File: config.mk
export PLATFORM = sky130hd
export DESIGN_NAME = mem_bus_ic
export DESIGN_NICKNAME = d
export VERILOG_FILES = /design/src/rtl/mem_bus_pkg.sv /design/src/rtl/mem_bus_decode.sv /design/src/rtl/mem_bus_ic.sv
export SDC_FILE = /design/constraint.sdc
export NUM_CORES = 1
export LEC_CHECK = 0
export ABC_AREA = 1
export BUFFER_PORTS_ARGS = -buffer_cell sky130_fd_sc_hd__buf_2
export CAP_MARGIN = 20
export CORE_MARGIN = 10
export CORE_UTILIZATION = 49
export DETAILED_ROUTE_END_ITERATION = 10
export GPL_TIMING_DRIVEN = 1
export PLACE_DENSITY = 0.86
export SYNTH_ARGS = -nofsm -noshare
export SYNTH_HDL_FRONTEND = slang
export SYNTH_SLANG_ARGS = --single-unit
File: constraint.sdc
create_clock -name clk -period 2.4 [get_ports clk]
set_input_delay 0.36 -clock clk [delete_from_list [all_inputs] [get_ports clk]]
set_output_delay 0.36 -clock clk [all_outputs]
set_load 0.01 [all_outputs]
File: src/rtl/mem_bus_pkg.sv
`default_nettype none
// ============================================================================
// Module   : mem_bus_pkg
// Purpose  : Shared types and constants for the CPU native-bus interconnect:
//            FSM state encoding, slave target encoding, and the address
//            region nibbles (mem_addr[31:28]) used by the decoder.
// Revision : 1.0 - initial release
// ============================================================================
package mem_bus_pkg;

    typedef enum logic [1:0] {
        ST_IDLE   = 2'd0,
        ST_ACCESS = 2'd1,
        ST_DONE   = 2'd2
    } state_t;

    typedef enum logic [1:0] {
        TGT_RAM  = 2'd0,
        TGT_UART = 2'd1,
        TGT_NONE = 2'd2
    } target_t;

    localparam logic [3:0] c_RGN_RAM_0 = 4'h0;
    localparam logic [3:0] c_RGN_UART  = 4'h5;
    localparam logic [3:0] c_RGN_RAM_8 = 4'h8;
    localparam logic [3:0] c_RGN_RAM_9 = 4'h9;

endpackage
`default_nettype wire

File: src/rtl/mem_bus_decode.sv
`default_nettype none
// ============================================================================
// Module   : mem_bus_decode
// Purpose  : Combinational region decoder. Maps the top address nibble to a
//            slave target; anything not listed is reported as unmapped.
// Revision : 1.0 - initial release
// ============================================================================
module mem_bus_decode
    import mem_bus_pkg::*;
(
    input  logic [3:0] i_region,
    output target_t    o_target
);

    // Region nibble to slave lookup
    always_comb begin
        o_target = TGT_NONE;
        case (i_region)
            c_RGN_RAM_0,
            c_RGN_RAM_8,
            c_RGN_RAM_9: o_target = TGT_RAM;
            c_RGN_UART:  o_target = TGT_UART;
            default:     o_target = TGT_NONE;
        endcase
    end

endmodule
`default_nettype wire

File: src/rtl/mem_bus_ic.sv
`default_nettype none
// ============================================================================
// Module   : mem_bus_ic
// Purpose  : Single-master native-bus interconnect routing CPU requests to a
//            RAM or UART slave through an IDLE -> ACCESS -> DONE handshake.
//            Unmapped accesses complete with zero data and set sticky bus_err.
//            Optional access timeout enabled by defining MEM_BUS_IC_TIMEOUT_EN.
// Revision : 1.0 - initial release
// ============================================================================
module mem_bus_ic
    import mem_bus_pkg::*;
#(
    parameter int unsigned TIMEOUT_CYCLES = 255
) (
    input  logic        clk,
    input  logic        rst_n,
    input  logic        mem_valid,
    output logic        mem_ready,
    input  logic [31:0] mem_addr,
    input  logic [31:0] mem_wdata,
    input  logic [3:0]  mem_wstrb,
    output logic [31:0] mem_rdata,
    output logic [31:0] m_addr,
    output logic [31:0] m_wdata,
    output logic [3:0]  m_wstrb,
    output logic        ram_valid,
    input  logic        ram_ready,
    input  logic [31:0] ram_rdata,
    output logic        uart_valid,
    input  logic        uart_ready,
    input  logic [31:0] uart_rdata,
    output logic        bus_err
);

    // An empty labelled block that only exists for an illegal parameter value;
    // it also keeps TIMEOUT_CYCLES referenced when the timeout is compiled out.
    if (TIMEOUT_CYCLES < 1 || TIMEOUT_CYCLES > 65535) begin : g_timeout_cycles_out_of_range
    end

    state_t      r_state;
    state_t      w_state_nxt;
    target_t     r_target;
    target_t     w_dec_target;
    logic        w_accept;
    logic        w_capture;
    logic        w_sel_ready;
    logic [31:0] w_sel_rdata;

    mem_bus_decode u_decode (
        .i_region (mem_addr[31:28]),
        .o_target (w_dec_target)
    );

`ifdef MEM_BUS_IC_TIMEOUT_EN
    localparam logic [16:0] c_TMO_LIMIT = 17'(TIMEOUT_CYCLES);

    logic [15:0] r_tmo_cnt;
    logic        w_tmo_hit;
    logic        w_timeout;

    // The current cycle is the last one allowed before the access is abandoned
    assign w_tmo_hit = (({1'b0, r_tmo_cnt} + 17'd1) == c_TMO_LIMIT);

    // Wait-cycle counter: restarts on every accepted request, counts stalled ACCESS cycles
    always_ff @(posedge clk or negedge rst_n) begin
        if (!rst_n) begin
            r_tmo_cnt <= 16'd0;
        end else if (w_accept) begin
            r_tmo_cnt <= 16'd0;
        end else if (r_state == ST_ACCESS && !w_sel_ready) begin
            r_tmo_cnt <= r_tmo_cnt + 16'd1;
        end
    end
`endif

    // FSM state register
    always_ff @(posedge clk or negedge rst_n) begin
        if (!rst_n) begin
            r_state <= ST_IDLE;
        end else begin
            r_state <= w_state_nxt;
        end
    end

    // Next-state logic and state-decoded handshake outputs
    always_comb begin
        w_state_nxt = r_state;
        w_accept    = 1'b0;
        w_capture   = 1'b0;
        w_sel_ready = 1'b0;
        w_sel_rdata = ram_rdata;
        ram_valid   = 1'b0;
        uart_valid  = 1'b0;
        mem_ready   = 1'b0;
`ifdef MEM_BUS_IC_TIMEOUT_EN
        w_timeout   = 1'b0;
`endif
        case (r_state)
            ST_IDLE: begin
                if (mem_valid) begin
                    w_accept    = 1'b1;
                    w_state_nxt = (w_dec_target == TGT_NONE) ? ST_DONE : ST_ACCESS;
                end
            end
            ST_ACCESS: begin
                ram_valid  = (r_target == TGT_RAM);
                uart_valid = (r_target == TGT_UART);
                // Only the latched target's ready/rdata is ever looked at
                if (r_target == TGT_UART) begin
                    w_sel_ready = uart_ready;
                    w_sel_rdata = uart_rdata;
                end else if (r_target == TGT_RAM) begin
                    w_sel_ready = ram_ready;
                    w_sel_rdata = ram_rdata;
                end
                if (w_sel_ready) begin
                    w_capture   = 1'b1;
                    w_state_nxt = ST_DONE;
                end
`ifdef MEM_BUS_IC_TIMEOUT_EN
                else if (w_tmo_hit) begin
                    w_timeout   = 1'b1;
                    w_state_nxt = ST_DONE;
                end
`endif
            end
            ST_DONE: begin
                mem_ready   = 1'b1;
                w_state_nxt = ST_IDLE;
            end
            default: begin
                w_state_nxt = ST_IDLE;
            end
        endcase
    end

    // Request latch, read-data capture and sticky error flag
    always_ff @(posedge clk or negedge rst_n) begin
        if (!rst_n) begin
            m_addr    <= 32'd0;
            m_wdata   <= 32'd0;
            m_wstrb   <= 4'd0;
            r_target  <= TGT_NONE;
            mem_rdata <= 32'd0;
            bus_err   <= 1'b0;
        end else begin
            if (w_accept) begin
                m_addr   <= mem_addr;
                m_wdata  <= mem_wdata;
                m_wstrb  <= mem_wstrb;
                r_target <= w_dec_target;
                if (w_dec_target == TGT_NONE) begin
                    mem_rdata <= 32'd0;
                    bus_err   <= 1'b1;
                end
            end
            if (w_capture) begin
                mem_rdata <= w_sel_rdata;
            end
`ifdef MEM_BUS_IC_TIMEOUT_EN
            if (w_timeout) begin
                mem_rdata <= 32'd0;
                bus_err   <= 1'b1;
            end
`endif
        end
    end

endmodule
`default_nettype wire
Word-level counts from Yosys, hierarchy flattened:

Index checks and enable logic that the tools add are counted.

* $add $sub $neg: 0
* $mul: 0
* divide/modulo/power cells: 0
* magnitude comparators: 0
* equality and inequality tests: 9
* shift operators: 0
* mux-type cells: 20
* bitwise gates (word level): 0
* reductions and logical operators: 9

Operators with widths (number)
* $mux 32: 5
* $mux 1: 10
* $eq 4x4->1 const B: 2
* $pmux 2 s2: 2
* $mux 2: 3
* $reduce_and 2->1: 3
* $eq 2x1->1 const B: 2
* $eq 2x2->1 const B: 2
* $eq 4x3->1 const B: 1
* $logic_not 2->1: 2
* $logic_not 4->1: 1
* $ne 2x2->1 const B: 2
* $reduce_bool 2->1: 2
* $reduce_or 3->1: 1

* bits in registers: 105
* bits in latches: 0
* RAM bits: 0
* memory bits (read-only): 0
* output and inout bits: 104
* memories: 0

Depth between registers and ports, before layout:

Gate-level depths: netlist of run 1.

* word-level depth: 8
* gate-level depth with buffers: 9
* depth with buffers taken out: 8

Hierarchy:

From an unflattened synthesis of run 1, not the netlist that was laid out.

* cells, all modules: 573
* area total of the unflattened synthesis: 4551.9 um^2

By module, submodules not included
* mem_bus_ic: instances 1, cells each 562, area each 4508.1 um^2, sequential area each 2628.8 um^2
* mem_bus_decode: instances 1, cells each 11, area each 43.8 um^2, sequential area each 0.0 um^2

Worst setup path after synthesis of run 1:

Ideal clock, no wire load.

* kind: register to register
* from: register r_target[1]
* to: register mem_rdata[4]
* library setup time: 0.117 ns
* arrival time: 1.114 ns
* data required time: 2.283 ns
* slack: 1.169 ns
* stages on the path, launching flop included: 9
* buffers on the path: 1
* period minus slack after synthesis: 1.231 ns
* path through: dfstp_2 > inv_1 > nand3_1 > nand2_1 > nand2_2 > inv_2 > buf_4 > nand2_1 > nand2_1

* cells in the longest elaborated chain, start to end: 8
* elaborated cells on any way between the ends: 13

RTL lines
* start: declaration: line mem_bus_ic.sv:42 `target_t r_target;`
* start signal: assignment: line mem_bus_ic.sv:151 `r_target <= w_dec_target;`
* $logic_not 2->1: line mem_bus_ic.sv:112 `end else if (r_target == TGT_RAM) begin`
* $mux 1: line mem_bus_ic.sv:112
* $mux 1: line mem_bus_ic.sv:109 `if (r_target == TGT_UART) begin`
* $mux 1: line mem_bus_ic.sv:98 `case (r_state)`
* $mux 1: line mem_bus_ic.sv:116 `if (w_sel_ready) begin`
* $mux 1: line mem_bus_ic.sv:98
* $reduce_bool 2->1 (no source line)
* $reduce_and 2->1 (no source line)
* end signal: assignment: line mem_bus_ic.sv:158 `mem_rdata <= w_sel_rdata;`
* end: declaration: line mem_bus_ic.sv:22 `output logic [31:0] mem_rdata,`

Parallel ways exist; a longest one is shown, timed or not. The select of a mux whose other input is x is not followed.
A chain may end at the register's enable or synchronous reset.

Worst setup path in the final report of run 1:

* from: register r_target[1]
* to: output uart_valid

* cells in the longest elaborated chain, start to end: 2

RTL lines
* $eq 2x1->1: line mem_bus_ic.sv:107 `uart_valid = (r_target == TGT_UART);`
* $mux 1: line mem_bus_ic.sv:98
* end: declaration: line mem_bus_ic.sv:29 `output logic uart_valid,`

Every way passes these cells.

==> results_dict.tcl, run 1 <==
set metrics [dict create \
    r2r_end "mem_rdata[31]" \
    diodes 0 \
    drtPass1Iterations 5 \
    synth_cell_types 15 \
    worstMarginPinSlew_ns 0.7359 \
    power.density_nw_per_um2 986.3 \
    port-buffer-count 240 \
    clkSinkCount 105 \
    htree_num_levels 3 \
    netlist_instances 567 \
    gp_congestion 0.7986 \
    tns_ns 0 \
    leakagePower_nw 3.740 \
    slew_violations 0 \
    synth_common_cells "nand2_1 (360), dfrtp_1 (104), nand3_1 (33)" \
    synth_area_sq_um 4547 \
    p_seq_share_pct 46.3 \
    drt_iter0_markers 381 \
    synth_edf_count 0 \
    synthFlopType "dfrtp_1" \
    critPathRequiredTime_ns 2.04 \
    synthTopCellsByArea "dfrtp_1 (57%), nand2_1 (30%), nand3_1 (3.6%)" \
    vdd_drop_max_uv 425.6 \
    antenna_found_initial 0 \
    syn_nets 704 \
    drive_above_1_share_pct 35.54 \
    row_count 35 \
    via_per_inst 4.784 \
    yosys_warnings 0 \
    clkSlewWorstSetupHoldPaths_ns 0.11 \
    fill_cells 783 \
    arrival_ns 1.56 \
    avgRoutedWirePerCell_um 15.22 \
    fin_worst_skew_ns 0.01293 \
    vias 4368 \
    cp_max_fo 21 \
    clkLatencyLatePin_ns 0.36 \
    fmax_mhz 521.5 \
    cts_resized 0 \
    dpl.hpwl_mm 10.76 \
    core_sq_um 9153 \
    drc 0 \
    synth_area_per_cell_sq_um 8.019 \
    power_frac_clock_pct 17.2 \
    yosysSeqAreaShare_pct 57.82 \
    synth-async-reset-ratio_pct 100.0 \
    critical_path.startpoint "r_target[1]" \
    grt_overflow_total 0 \
    ant_nets 0 \
    holdBufCountCts 0 \
    setup_viol 0 \
    p_switching_mw 2.277 \
    maxCapViolations 0 \
    clockBufferDepth 2 \
    grt_max_degree 74 \
    grt_pass1_wl_mm 21.63 \
    initial_utilization_pct 49.68 \
    die_w_um 116.3 \
    finalCritPeriodShare_pct 79.89 \
    hp-class "in2async" \
    ff_latch_area_sq_um 2629 \
    yosysTopAreaCellShare_pct 57.24 \
    cts_tree "built" \
    die_area_sq_um 13530 \
    end_kind "output port" \
    pin_count 241 \
    wirelength_mm 13.89 \
    synthToLayoutAreaGrowth_pct 31.32 \
    root_buffer "clkbuf_8" \
    synth.most_common_cell "nand2_1" \
    synth-seq-cells 105 \
    p_sw_share_pct 38.66 \
    hold_viol_final 0 \
    r2r_cells 7 \
    outcome "finished clean" \
    instances_no_fill 913 \
    multi_input_area_sq_um 1692 \
    fin_nets 934 \
    synth_area_leader_cell "dfrtp_1" \
    r2r_start "r_state[0]" \
    internal-power_mw 3.612 \
    track_usage_pct 19.95 \
    relSlewSlack_pct 50.94 \
    pwr-share-comb_pct 36.5 \
    critical_path_class "reg2out" \
    postCtsSetupRepairBufs 0 \
    cts_buffers 9 \
    numPlacedInstances 896 \
    cp-start-kind "flop" \
    regToRegSetupSlack_ns 0.70 \
    cp-endpoint "uart_valid" \
    min_period_ns 1.917 \
    grt_pass1_vias 4438 \
    die_h_um 116.3 \
    rsz0062_at_grt "no" \
]
==> layout make-up <==
cell class                 instances  share of cell area, %
sequential                       105                  44.03
multi-input combinational        421                  28.33
timing repair buffer             248                  21.58
tap                              111                  2.326
clock buffer                      10                  2.137
clock inverter                     6                 0.8382
inverter                          12                 0.7544
==> power by group through the flow <==
stage	logic [mW]	registers (mW)	clock network, mW
detailed placement	2.18	2.76	0
finish	2.15	2.73	1.01
CTS	2.19	2.72	1.05
global placement	2.12	2.72	0
global route	2.42	2.81	1.13
floorplan	0.826	3.05	0
==> worst max-delay path, cell delays in order, from the launching register on <==
cell and delay [ns]:
dfstp_2 0.39, inv_1 0.09, nand2_2 0.08, nor2_4 0.42, buf_2 0.23
==> worst min-delay path by stage <==
stage	startpoint	end	slack (ns)	cells after the start
floorplan	rst_n	bus_err	0.06	0
global placement	bus_err	bus_err	0.45	2
detailed placement	m_addr[23]	m_addr[23]	0.45	2
CTS	rst_n	m_wdata[28]	0.07	1
global route	rst_n	m_addr[15]	0.08	1
finish	rst_n	m_addr[15]	0.03	1
==> registers in the layout (all words and copies together) (netlist names) <==
signal	count
m_wstrb	4
m_wdata	32
m_addr	32
r_state	2
r_target	2
mem_rdata	32
bus_err	1
==> per-layer routing <==
metal / wire (um) / part of all wire, % / global-route usage (%)
met1: 5494 / 40 / 22.57
met2: 6782 / 49 / 34.80
met3: 1439 / 10 / 7.242
met4: 178 / 1.3 / 5.171
met5: 0 / 0 / 0
==> kinds of logic after synthesis <==
| group | share of synthesized area (%) |
|---|---|
| compound gates | 0.6605 |
| buf+inv | 4.981 |
| flops | 57.82 |
| simple gates | 36.54 |
==> stage by stage <==
stage	hold WS, ns	cell area (sq um)	util, %	setup WS [ns]	power, mW
global placement	0.4480	5773	63.08	0.6968	4.833
detailed placement	0.4537	5773	63.08	0.6169	4.938
finish	0.03034	5971	65.24	0.4826	5.889
CTS	0.06714	5951	65.02	0.4708	5.956
floorplan	0.06441	4547	-	1.169	3.874
global route	0.07730	5971	65.24	0.3514	6.359
==> cells in the final DEF, fill, tap and decap left out, drive strengths merged <==
cell and count:
clkinv 2, dfstp 1, clkinvlp 1, buf 248, nor2 7, nor3 1, nand3 34, dfrtp 104
nand2 373, clkbuf 10, o21ai 6, inv 15
Note: power is estimated with default switching activity, not from simulation.
==> run 2, diff against run 1 <==
--- a/config.mk
+++ b/config.mk
@@ -9,10 +9,10 @@
 export BUFFER_PORTS_ARGS = -buffer_cell sky130_fd_sc_hd__buf_2
 export CAP_MARGIN = 20
 export CORE_MARGIN = 10
-export CORE_UTILIZATION = 49
+export CORE_UTILIZATION = 41
 export DETAILED_ROUTE_END_ITERATION = 10
 export GPL_TIMING_DRIVEN = 1
-export PLACE_DENSITY = 0.86
+export PLACE_DENSITY = 0.77
 export SYNTH_ARGS = -nofsm -noshare
 export SYNTH_HDL_FRONTEND = slang
 export SYNTH_SLANG_ARGS = --single-unit
==> constraint.sdc (replaced) <==
create_clock -name clk -period 1.6 [get_ports clk]
set_input_delay 0.24 -clock clk [delete_from_list [all_inputs] [get_ports clk]]
set_output_delay 0.24 -clock clk [all_outputs]
set_load 0.01 [all_outputs]
==> results_dict.tcl, run 2 (synthesis gave the netlist of run 1 again) <==
set metrics [dict create \
    outcome "finished clean" \
    fin_worst_skew_ns 0.009574 \
    end_kind "output port" \
    setup_viol 0 \
    slew_violations 0 \
    die_area_sq_um 15700 \
    hp-class "in2reg" \
    diodes 0 \
    fill_cells 1040 \
    top_regs "m_addr (32), m_wdata (32), mem_rdata (32)" \
    pin_count 241 \
    clkSinkCount 105 \
    synthToLayoutAreaGrowth_pct 38.36 \
    root_buffer "clkbuf_8" \
    track_usage_pct 17.39 \
    leakagePower_nw 3.859 \
    arrival_ns 1.30 \
    critical_path.startpoint "r_target[1]" \
    hold_viol_final 0 \
    fin_area_sq_um 6291 \
    dpl.hpwl_mm 10.78 \
    gp_congestion 0.8222 \
    via_per_inst 4.651 \
    die_h_um 125.3 \
    critPathRequiredTime_ns 1.36 \
    port-buffer-count 240 \
    fin_nets 949 \
    rsz0062_at_grt "yes" \
    initial_utilization_pct 41.94 \
    r2r_start "r_state[0]" \
    drtPass1Iterations 4 \
    clockBufferDepth 2 \
    clkSlewWorstSetupHoldPaths_ns 0.09 \
    numPlacedInstances 933 \
    grt_pass1_vias 4395 \
    instances_no_fill 957 \
    die_w_um 125.3 \
    grt_pass1_wl_mm 22.57 \
    relSlewSlack_pct 65.76 \
    power.density_nw_per_um2 1506 \
    min_period_ns 1.542 \
    fin_total_pwr_mw 9.472 \
    ant_nets 0 \
    avgRoutedWirePerCell_um 15.15 \
    drc 0 \
    final_common_cell "nand2_1" \
    maxCapViolations 0 \
    grt_overflow_total 0 \
    cts_tree "built" \
    drt_iter0_markers 301 \
    row_count 38 \
    antenna_found_initial 0 \
    place_area_sq_um 5907 \
    finalCritPeriodShare_pct 96.38 \
    vdd_drop_max_uv 699.6 \
    worstMarginPinSlew_ns 0.5124 \
    final_cell_mix "nand2_1 (360), buf_2 (238), dfrtp_1 (104)" \
    htree_num_levels 3 \
    hold_start "mem_addr[11]" \
    critical_path_class "reg2out" \
    drive_above_1_share_pct 36.84 \
    fmax_mhz 648.4 \
    wirelength_mm 14.50 \
    vias 4451 \
    cp-start-kind "flop" \
    clkLatencyLatePin_ns 0.36 \
    tns_ns 0 \
    cts_buffers 9 \
    grt_max_degree 43 \
    core_sq_um 10840 \
    fin_hold_ws_ns 0.07396 \
    cp_max_fo 3 \
]
## run 2: cell types whose count changed in the layout (fill, tap and decap cells not counted), moves of 2 or more
| cell | delta |
|---|---|
| buf_12 | +3 |
| buf_4 | +5 |
| buf_6 | +4 |
| bufinv_16 | +3 |
| inv_6 | -2 |
| nand3_4 | +2 |
## run 2: layout make-up
cell class,count,area (sq um),area share (%)
Inverter,12,47.55,0.7558
Clock buffer,11,141.4,2.247
Clock inverter,5,102.6,1.631
Timing Repair Buffer,260,1436,22.83
Multi-Input combinational cell,424,1759,27.96
Tap cell,140,175.2,2.784
Sequential cell,105,2629,41.79
## run 2: worst max-delay path, cell delays in order (launching register included)
cell	delay (ns)
dfstp_2	0.54
inv_1	0.06
nand2_2	0.14
nor2_4	0.06
buf_2	0.14
## run 2: per-layer routing
metal,vias up,global-route usage (%),wire (um)
li1,2213,-,-
met1,2037,20.68,5846
met2,191,28.45,7110
met3,10,7.393,1424
met4,0,4.404,112
met5,-,0,0
## run 2: per-stage QoR
step / util (%) / worst slack (ns)
floorplan: - / 0.3689
global placement: 54.49 / -0.05665
detailed placement: 54.49 / -0.04936
CTS: 57.05 / -0.007168
global route: 58.03 / -0.004790
finish: 58.03 / 0.05784
## run 2: what timing repair did
action | 4_1_cts | 5_1_grt
gates resized for setup | 2 | 11
pin swaps | 1 | 3
endpoints found under the setup margin | 1 | 34
hold buffers | 1 | 0
hold endpoints to repair | 25 | 0
cloned | 1 | 2
buffers inserted | 1 | 3
## run 2: final timing paths
kind	slack (ns)	cells after the start	to
setup / recovery	0.06	4	uart_valid
hold / removal	0.07	3	m_addr[11]
hold reg to reg	0.47	2	m_wdata[25]
min in group asynchronous	0.35	2	m_wdata[13]
max in group asynchronous	0.64	3	r_target[1]
setup reg to reg	0.12	8	m_addr[31]
## run 2: power breakdown
group	switching, mW	leakage [nW]	internal [mW]
combinational	2.08	2.40	1.39
clock	0.853	0.120	1.08
sequential	0.477	1.34	3.59
==> run 3, diff against run 2 <==
--- a/config.mk
+++ b/config.mk
@@ -9,10 +9,11 @@
 export BUFFER_PORTS_ARGS = -buffer_cell sky130_fd_sc_hd__buf_2
 export CAP_MARGIN = 20
 export CORE_MARGIN = 10
-export CORE_UTILIZATION = 41
+export CORE_UTILIZATION = 42
+export CTS_BUF_LIST = sky130_fd_sc_hd__clkbuf_4
 export DETAILED_ROUTE_END_ITERATION = 10
 export GPL_TIMING_DRIVEN = 1
-export PLACE_DENSITY = 0.77
+export PLACE_DENSITY = 0.78
 export SYNTH_ARGS = -nofsm -noshare
 export SYNTH_HDL_FRONTEND = slang
 export SYNTH_SLANG_ARGS = --single-unit
==> results_dict.tcl, run 3 (synthesis gave the netlist of run 1 again) <==
set metrics [dict create \
    outcome "finished clean" \
    die_area_sq_um 15390 \
    finalCritPeriodShare_pct 95.69 \
    setup_viol 0 \
    hold_start "mem_wdata[25]" \
    die_w_um 124.0 \
    path_delay_family "flip-flops" \
    track_usage_pct 20.18 \
    highest_layer "met4" \
    maxCapViolations 0 \
    drt_iter0_markers 348 \
    vias 4727 \
    root_buffer "clkbuf_4" \
    grt_max_degree 106 \
    gp_congestion 0.7735 \
    critical_path.startpoint "r_target[1]" \
    ant_nets 0 \
    drive_above_1_share_pct 33.45 \
    fmax_mhz 653.2 \
    avgRoutedWirePerCell_um 16.01 \
    vdd_drop_max_uv 668.6 \
    wl_met2_mm 7.896 \
    setup_ws_ns 0.06902 \
    fin_nets 1005 \
    antenna_found_initial 3 \
    final_common_cell "nand2_1" \
    via_per_inst 4.671 \
    slew_violations 0 \
    critPathRequiredTime_ns 1.36 \
    clkSinkCount 105 \
    core_sq_um 10420 \
    clockBufferDepth 2 \
    instances_no_fill 1012 \
    port-buffer-count 240 \
    worstMarginPinSlew_ns 0.5806 \
    clkLatencyLatePin_ns 0.45 \
    post-route-util_pct 64.30 \
    numPlacedInstances 923 \
    regToRegSetupSlack_ns 0.09 \
    power.density_nw_per_um2 1321 \
    die_h_um 124.0 \
    r2r_start "r_target[1]" \
    r2r_cells 8 \
    cp_cell_sequence "inv_2 > nand2_4 > nor2_4 > buf_2" \
    crit_slowest_cell "dfstp_2" \
    final_cell_mix "nand2_1 (360), buf_2 (239), dfrtp_1 (104)" \
    grt_overflow_total 0 \
    cp_max_fo 3 \
    drtPass1Iterations 7 \
    pin_count 241 \
    hold_viol_final 0 \
    grt_pass1_wl_mm 24.73 \
    dpl.hpwl_mm 10.57 \
    arrival_ns 1.29 \
    initial_utilization_pct 43.65 \
    wirelength_mm 16.20 \
    rsz0062_at_grt "yes" \
    top_regs "m_addr (32), m_wdata (32), mem_rdata (32)" \
    dp_slack_ns 0.1418 \
    cts_buffers 9 \
    fin_worst_skew_ns 0.02883 \
    row_count 37 \
    max_stage_delay_ns 0.57 \
    drt-met1-wl_mm 6.187 \
    critPathBufInv 2 \
    critical_path_class "reg2out" \
    fill_cells 900 \
    met3_length_mm 1.713 \
    fin_total_pwr_mw 8.848 \
    clkSlewWorstSetupHoldPaths_ns 0.15 \
    synthToLayoutAreaGrowth_pct 47.30 \
    fin_hold_ws_ns 0.05628 \
    leakagePower_nw 4.029 \
    end_kind "output port" \
    grt_pass1_vias 4899 \
    drc 0 \
    hp-class "in2reg" \
    relSlewSlack_pct 61.30 \
    r2r_end "mem_rdata[20]" \
    holdPathEnd "m_wdata[25]" \
    min_delay_path_depth 3 \
    cp-start-kind "flop" \
    cts_tree "built" \
    min_period_ns 1.531 \
    htree_num_levels 3 \
]
==> run 3: changes by cell type in the layout (fill, tap and decap cells not counted), moves of 3 or more <==
cell	change
bufinv_16	-3
dlygate4sd3_1	+64
diode_2	+3
buf_4	-3
clkbuf_4	+10
clkbuf_8	-10
buf_6	-4
==> run 3: layer usage <==
metal / GRT usage [%] / up-vias
li1: - / 2325
met2: 34.09 / 229
met5: 0 / -
met3: 6.697 / 30
met4: 8.058 / 0
met1: 23.13 / 2143
==> run 3: report_power, final <==
part / switching, mW / internal [mW] / leakage [nW] / total (mW)
registers: 0.505 / 3.59 / 1.34 / 4.09
logic: 2.17 / 1.38 / 2.63 / 3.55
clock network: 0.864 / 0.343 / 0.0625 / 1.21
==> run 3: worst min-delay path: stages <==
cell     delay, ns
buf_2         0.07
nand2_1       0.08
nand2_1       0.08
==> run 3: area by class of cell <==
type	instances	area, sq um	share of cell area, %
clock buffers	10	75.07	1.121
inverters	12	45.04	0.6725
clock inverters	6	41.29	0.6165
well taps	136	170.2	2.541
repair buffers	317	1994	29.78
diodes	3	7.507	0.1121
multi-input cells	423	1735	25.91
flip-flops and latches	105	2629	39.25
==> run 3: worst max path at each step <==
stage | cells after the start | end | slack, ns
finish | 4 | uart_valid | 0.07
global route | 4 | ram_valid | -0.03
CTS | 4 | uart_valid | -0.01
detailed placement | 6 | mem_rdata[12] | 0.14
global placement | 7 | mem_rdata[10] | 0.19
floorplan | 8 | mem_rdata[4] | 0.37
==> run 3: what timing repair did <==
item	4_1_cts	5_1_grt
pin swaps	1	3
setup buffers	2	2
resized for setup	3	3
endpoints found under the hold margin	168	0
hold buffers	65	0
setup endpoints to repair	1	19
gates cloned	1	1
==> run 3: per-stage QoR <==
step | setup TNS [ns] | area (sq um)
after detailed placement | 0 | 5857
final | 0 | 6698
after global routing | -0.04595 | 6698
after floorplan | 0 | 4547
after global placement | 0 | 5857
after CTS | -0.01180 | 6640
